===== src/rtl/bullet_engine_if.sv =====
// rtl/bullet_engine_if.sv - world map BRAM read port shared by the bullet engine and the map memory
// The memory side returns data one clock after it samples map_addr.
interface bullet_engine_if;
  logic [13:0] map_addr;
  logic [1:0]  map_data;

  modport master (output map_addr, input map_data);
  modport slave  (input map_addr, output map_data);
endinterface


===== src/rtl/bullet_engine.sv =====
// rtl/bullet_engine.sv - single-bullet projectile engine: launch, map stepping, obstacle stop, opponent hit
// One bullet per owner; a step is ADDR -> RD -> CHECK, then FLY pads the step out to MOVE_DIV clocks.
module bullet_engine #(
  parameter int MOVE_DIV   = 1250000,
  parameter int HIT_RADIUS = 2
) (
  input  logic             clk,
  input  logic             rstn,
  input  logic             clear,
  input  logic             fire,
  input  logic [7:0]       LocX,
  input  logic [7:0]       LocY,
  input  logic [7:0]       BotInfo,
  input  logic [7:0]       opp_LocX,
  input  logic [7:0]       opp_LocY,
  bullet_engine_if.master  mem,
  input  logic [6:0]       world_row,
  input  logic [6:0]       world_column,
  input  logic             out_of_map,
  output logic             bullet_flag,
  output logic [6:0]       bullet_x,
  output logic [6:0]       bullet_y,
  output logic             bullet_active,
  output logic             hit,
  output logic [7:0]       hit_count
);

  localparam int             CW      = $clog2(MOVE_DIV + 1);
  localparam logic [CW-1:0]  CNT_END = CW'(MOVE_DIV - 4);
  localparam logic [6:0]     RADIUS  = 7'(HIT_RADIUS);

  typedef enum logic [2:0] {IDLE, ADDR, RD, CHECK, FLY} state_t;

  state_t          state, state_n;
  logic            fire_q;
  logic [2:0]      heading;
  logic [6:0]      base_x, base_y;
  logic [CW-1:0]   step_cnt;
  logic [7:0]      dx, dy, nx8, ny8;
  logic [6:0]      adx, ady;
  logic            launch, off_map, obstacle, near;
  logic            unused_bits;

  assign unused_bits = ^{LocX[7], LocY[7], BotInfo[7:3], opp_LocX[7], opp_LocY[7], mem.map_data[0]};

  always_comb begin
    dx = 8'h00;
    dy = 8'h00;
    case (heading)
      3'd0: begin dx = 8'h00; dy = 8'hFF; end
      3'd1: begin dx = 8'h01; dy = 8'hFF; end
      3'd2: begin dx = 8'h01; dy = 8'h00; end
      3'd3: begin dx = 8'h01; dy = 8'h01; end
      3'd4: begin dx = 8'h00; dy = 8'h01; end
      3'd5: begin dx = 8'hFF; dy = 8'h01; end
      3'd6: begin dx = 8'hFF; dy = 8'h00; end
      3'd7: begin dx = 8'hFF; dy = 8'hFF; end
      default: begin dx = 8'h00; dy = 8'h00; end
    endcase
  end

  // Bit 7 of the widened sum flags both -1 and 128 as leaving the map.
  assign nx8      = {1'b0, base_x} + dx;
  assign ny8      = {1'b0, base_y} + dy;
  assign off_map  = nx8[7] | ny8[7];
  assign adx      = (nx8[6:0] >= opp_LocX[6:0]) ? nx8[6:0] - opp_LocX[6:0] : opp_LocX[6:0] - nx8[6:0];
  assign ady      = (ny8[6:0] >= opp_LocY[6:0]) ? ny8[6:0] - opp_LocY[6:0] : opp_LocY[6:0] - ny8[6:0];
  assign near     = (adx <= RADIUS) && (ady <= RADIUS);
  assign obstacle = mem.map_data[1];
  assign launch   = fire & ~fire_q;

  always_ff @(posedge clk or negedge rstn) begin
    if (!rstn) state <= IDLE;
    else       state <= state_n;
  end

  always_comb begin
    state_n = state;
    case (state)
      IDLE:    if (launch) state_n = ADDR;
      ADDR:    state_n = off_map ? IDLE : RD;
      RD:      state_n = CHECK;
      CHECK:   state_n = (obstacle || near) ? IDLE : FLY;
      FLY:     if (step_cnt == CNT_END) state_n = ADDR;
      default: state_n = IDLE;
    endcase
    if (clear) state_n = IDLE;
  end

  always_ff @(posedge clk or negedge rstn) begin
    if (!rstn) begin
      fire_q        <= 1'b0;
      heading       <= 3'd0;
      base_x        <= 7'd0;
      base_y        <= 7'd0;
      step_cnt      <= '0;
      mem.map_addr  <= 14'd0;
      bullet_x      <= 7'd0;
      bullet_y      <= 7'd0;
      bullet_active <= 1'b0;
      bullet_flag   <= 1'b0;
      hit           <= 1'b0;
      hit_count     <= 8'd0;
    end else begin
      fire_q      <= fire;
      hit         <= 1'b0;
      bullet_flag <= bullet_active & ~out_of_map &
                     (world_row == bullet_y) & (world_column == bullet_x);
      if (clear) begin
        bullet_active <= 1'b0;
        hit_count     <= 8'd0;
      end else begin
        case (state)
          IDLE: if (launch) begin
            heading <= BotInfo[2:0];
            base_x  <= LocX[6:0];
            base_y  <= LocY[6:0];
          end
          ADDR: begin
            if (off_map) bullet_active <= 1'b0;
            else         mem.map_addr  <= {ny8[6:0], nx8[6:0]};
          end
          CHECK: begin
            if (obstacle) begin
              bullet_active <= 1'b0;
            end else begin
              bullet_x <= nx8[6:0];
              bullet_y <= ny8[6:0];
              base_x   <= nx8[6:0];
              base_y   <= ny8[6:0];
              if (near) begin
                hit           <= 1'b1;
                bullet_active <= 1'b0;
                if (hit_count != 8'hFF) hit_count <= hit_count + 8'd1;
              end else begin
                bullet_active <= 1'b1;
                step_cnt      <= '0;
              end
            end
          end
          FLY:     step_cnt <= step_cnt + 1'b1;
          default: ;
        endcase
      end
    end
  end

endmodule


===== src/flat_wrapper.sv =====
// flat-port wrapper written by rule: the top's interface ports become plain ports
module bullet_engine_flat 
#(
  parameter int MOVE_DIV   = 1250000,
  parameter int HIT_RADIUS = 2
)
  (clk, rstn, clear, fire, LocX, LocY, BotInfo, opp_LocX, opp_LocY, world_row, world_column, out_of_map, bullet_flag, bullet_x, bullet_y, bullet_active, hit, hit_count, mem_map_addr, mem_map_data);
  bullet_engine_if mem_i ();
  input  logic clk;
  input  logic rstn;
  input  logic clear;
  input  logic fire;
  input  logic [7:0] LocX;
  input  logic [7:0] LocY;
  input  logic [7:0] BotInfo;
  input  logic [7:0] opp_LocX;
  input  logic [7:0] opp_LocY;
  input  logic [6:0] world_row;
  input  logic [6:0] world_column;
  input  logic out_of_map;
  output logic bullet_flag;
  output logic [6:0] bullet_x;
  output logic [6:0] bullet_y;
  output logic bullet_active;
  output logic hit;
  output logic [7:0] hit_count;
  output wire logic [$bits(mem_i.map_addr)-1:0] mem_map_addr;
  input wire logic [$bits(mem_i.map_data)-1:0] mem_map_data;
  assign mem_map_addr = mem_i.map_addr;
  assign mem_i.map_data = mem_map_data;
  bullet_engine #(.MOVE_DIV(MOVE_DIV), .HIT_RADIUS(HIT_RADIUS)) u_core (.clk(clk), .rstn(rstn), .clear(clear), .fire(fire), .LocX(LocX), .LocY(LocY), .BotInfo(BotInfo), .opp_LocX(opp_LocX), .opp_LocY(opp_LocY), .mem(mem_i), .world_row(world_row), .world_column(world_column), .out_of_map(out_of_map), .bullet_flag(bullet_flag), .bullet_x(bullet_x), .bullet_y(bullet_y), .bullet_active(bullet_active), .hit(hit), .hit_count(hit_count));
endmodule

===== config.mk =====
export PLATFORM = sky130hd
export DESIGN_NAME = bullet_engine_flat
export DESIGN_NICKNAME = d
export VERILOG_FILES = /design/src/rtl/bullet_engine_if.sv /design/src/rtl/bullet_engine.sv /design/src/flat_wrapper.sv
export SDC_FILE = /design/constraint.sdc
export NUM_CORES = 1
export LEC_CHECK = 0
export CORE_MARGIN = 3
export CORE_UTILIZATION = 30
export CTS_CLUSTER_DIAMETER = 30
export DETAILED_ROUTE_END_ITERATION = 10
export SYNTH_ARGS = -nofsm -noshare
export SYNTH_HDL_FRONTEND = slang
export SYNTH_SLANG_ARGS = --single-unit

===== constraint.sdc =====
create_clock -name clk -period 15.38 [get_ports clk]
set_input_delay 3.076 -clock clk [delete_from_list [all_inputs] [get_ports clk]]
set_output_delay 3.076 -clock clk [all_outputs]
set_load 0.1 [all_outputs]

==> flow_summary.ini <==
[timing]
fmax_mhz = 153.0
relSlewSlack = 0.3058
final_hold_viol_count = 0
fin_tns_setup_ps = 0
period_share = 0.4249
layout_min_cycle_time_ps = 6535
setup_violations = 0
rsz0062_at_grt = false
fin_skew_ps = 13.39
worst_pin_slew_ps = 1030
maxSlewViolCount = 0

[setup_path]
slowest_delay_ps = 760
crit_chain = clkdlybuf4s50_1 > inv_1 > ha_1 > nand2_1 > a311o_1 > a31oi_4 > mux2_1 > o211ai_1 > nor4_4 > nand4_4 > nor2b_2 > o21bai_1
crit_fanout = 21
crit_slowest_cell = nor2b_2
worstPathArrival_ps = 6810
critical_path_class = in2reg
end_kind = register
cp-start-kind = primary input
cp_data_required_time_ps = 15660

[floorplan]
dieWidth_um = 145.8
ios = 100
core-area_um2 = 18960
initial_core_util = 0.3092
dieArea_um2 = 21250
die_h_um = 145.8
rows = 50

[clocking]
hold_buffers = 0
clkSinkCount = 81
cts.path.max_buffers = 2
worstSkewPairLatency_ps = 350
clk_pin_slew_worst_paths_ps = 70
post_cts_resized = 0
numCtsBuffers = 9
post_cts_buffers = 0
h-tree-depth = 3
cts_root_buffer = clkbuf_16
cts_tree = yes

[synthesis]
yosysWarnings = 0
async_flop_share = 1.000
seq_area_frac_synth = 0.3459
synth_ff_type = dfrtp_1
synth-edff-count = 0
syn_avg_cell_area_um2 = 9.002
netlist_instances = 651
synthesis.nets = 754
synthDistinctLibCells = 64
netlist_area_um2 = 5861
ys_seq_elements = 81

[power]
cellPowerDensity_nw_per_um2 = 208.3
p_total_uw = 1516
ir_drop_mv = 0.2204
p_leak_uw = 0.003055

[drt]
wl_per_cell_um = 15.32
wl_met1_um = 7763
ant_nets = 0
route.met2.wl_um = 6658
routed.top_layer = met4
totalWireLength_um = 15240
drt_iter0_drc = 322
wl_met3_um = 552
firstDrtPassIters = 4
viasPerCell = 4.910
vias = 4885
drc_errors = 0

[cells_and_area]
syn_to_final_growth_pct = 24.19
drive_above_1_share = 0.08435
final_util = 0.3840
design_area_um2 = 7278
final_nets = 833
antenna_cells = 0
final_cells = 995

[placement]
portBuffers = 89
dp_hpwl_um = 11620
gp_congestion = 0.8784
placed_area_um2 = 6973
dp.cells = 979

[global_routing]
antenna_found_initial = 0
grt_pass1_vias = 4755
overflow = 0
grt_usage = 0.1450
grt_start_max_net_pins = 77
grt_pass1_wl_um = 25070

[worst_hold_path]
hold_class = reg2reg

[run]
drv_cap = 0

[outcome]
outcome = finished, final reports clean
cells in the mapped netlist, types with 12 or more instances:
library cell | count | share of area
a21o_1 | 12 | 0.015
a21oi_1 | 59 | 0.050
clkbuf_1 | 16 | 0.010
dfrtp_1 | 81 | 0.35
ha_1 | 37 | 0.079
inv_1 | 47 | 0.030
mux2_2 | 17 | 0.033
nand2_1 | 47 | 0.030
nand2b_1 | 12 | 0.013
nand3_1 | 22 | 0.019
nor2_1 | 51 | 0.033
nor3_1 | 14 | 0.012
o21ai_0 | 39 | 0.033
xnor2_1 | 28 | 0.042
where the power goes:
part           internal (uW)  total [uW]  switching [uW]
clock                    131         224            92.4
sequential               252         287            34.9
combinational            358        1010             647
flip-flops by register name, indices dropped and copies added, names as in the netlist:
signal	flops
u_core.fire_q	1
u_core.step_cnt	21
u_core.bullet_x	7
u_core.bullet_y	7
u_core.hit	1
u_core.bullet_active	1
u_core.base_y	7
u_core.mem.map_addr	14
u_core.hit_count	8
u_core.bullet_flag	1
u_core.heading	3
u_core.base_x	7
u_core.state	3
routing by layer:
metal | vias to the layer above | track usage
met5 | - | 0
met4 | 0 | 0.04321
met3 | 17 | 0.02959
met2 | 100 | 0.2166
met1 | 2301 | 0.2113
li1 | 2467 | -
through the flow:
| step | setup slack [ps] | hold slack [ps] |
|---|---|---|
| 3_3_place_gp | 8447 | 469.4 |
| 3_5_place_dp | 8456 | 479.0 |
| 2_1_floorplan | 9462 | 482.4 |
| 4_1_cts | 8824 | 493.5 |
| 6_report | 8845 | 487.4 |
| 5_1_grt | 8563 | 518.4 |
placed cells by master (no fill, tap or decap), types with 12 or more instances in the layout:
cell / instances
a21o_1: 12
clkdlybuf4s50_1: 88
xnor2_1: 28
nor2_1: 51
nand3_1: 22
dfrtp_1: 81
nand2_1: 47
nor3_1: 14
inv_1: 47
a21oi_1: 59
mux2_2: 17
o21ai_0: 39
ha_1: 37
nand2b_1: 12
path summary, 6_finish.rpt:
check | startpoint | endpoint | slack [ps] | cells after the start
worst max-delay path | opp_LocY[5] | u_core.bullet_active | 8850 | 12
worst min-delay path | u_core.mem.map_addr[4] | u_core.mem.map_addr[4] | 490 | 1
worst max register to register | u_core.heading[1] | u_core.bullet_active | 9330 | 18
worst min register to register | u_core.mem.map_addr[4] | u_core.mem.map_addr[4] | 490 | 1
max in group asynchronous | rstn | u_core.base_y[5] | 11650 | 2
min in group asynchronous | rstn | u_core.hit_count[1] | 2520 | 1
area by class of cell:
type,count,area (um^2)
Clock inverter,5,62.56
Clock buffer,11,242.7
Tap cell,260,325.3
Multi-Input combinational cell,497,3518
Inverter,47,176.4
Sequential cell,81,2027
Timing Repair Buffer,94,925.9
Fill cell,1932,11680
kinds of logic after synthesis:
kind of cell	Yosys count	synth area share
fa+ha+maj	42	0.09607
mux	32	0.05935
simple gates	226	0.2143
compound gates	158	0.1719
buf+inv	73	0.05423
flops	81	0.3459
xor+xnor	39	0.05828
critical path: cells and delay by family:
family          cells  cell delay (ps)
compound gates      4             1190
fa+ha+maj           1              480
buf+inv             2              560
mux                 1              370
simple gates        4             1120
(Power assumes the default switching activity.)
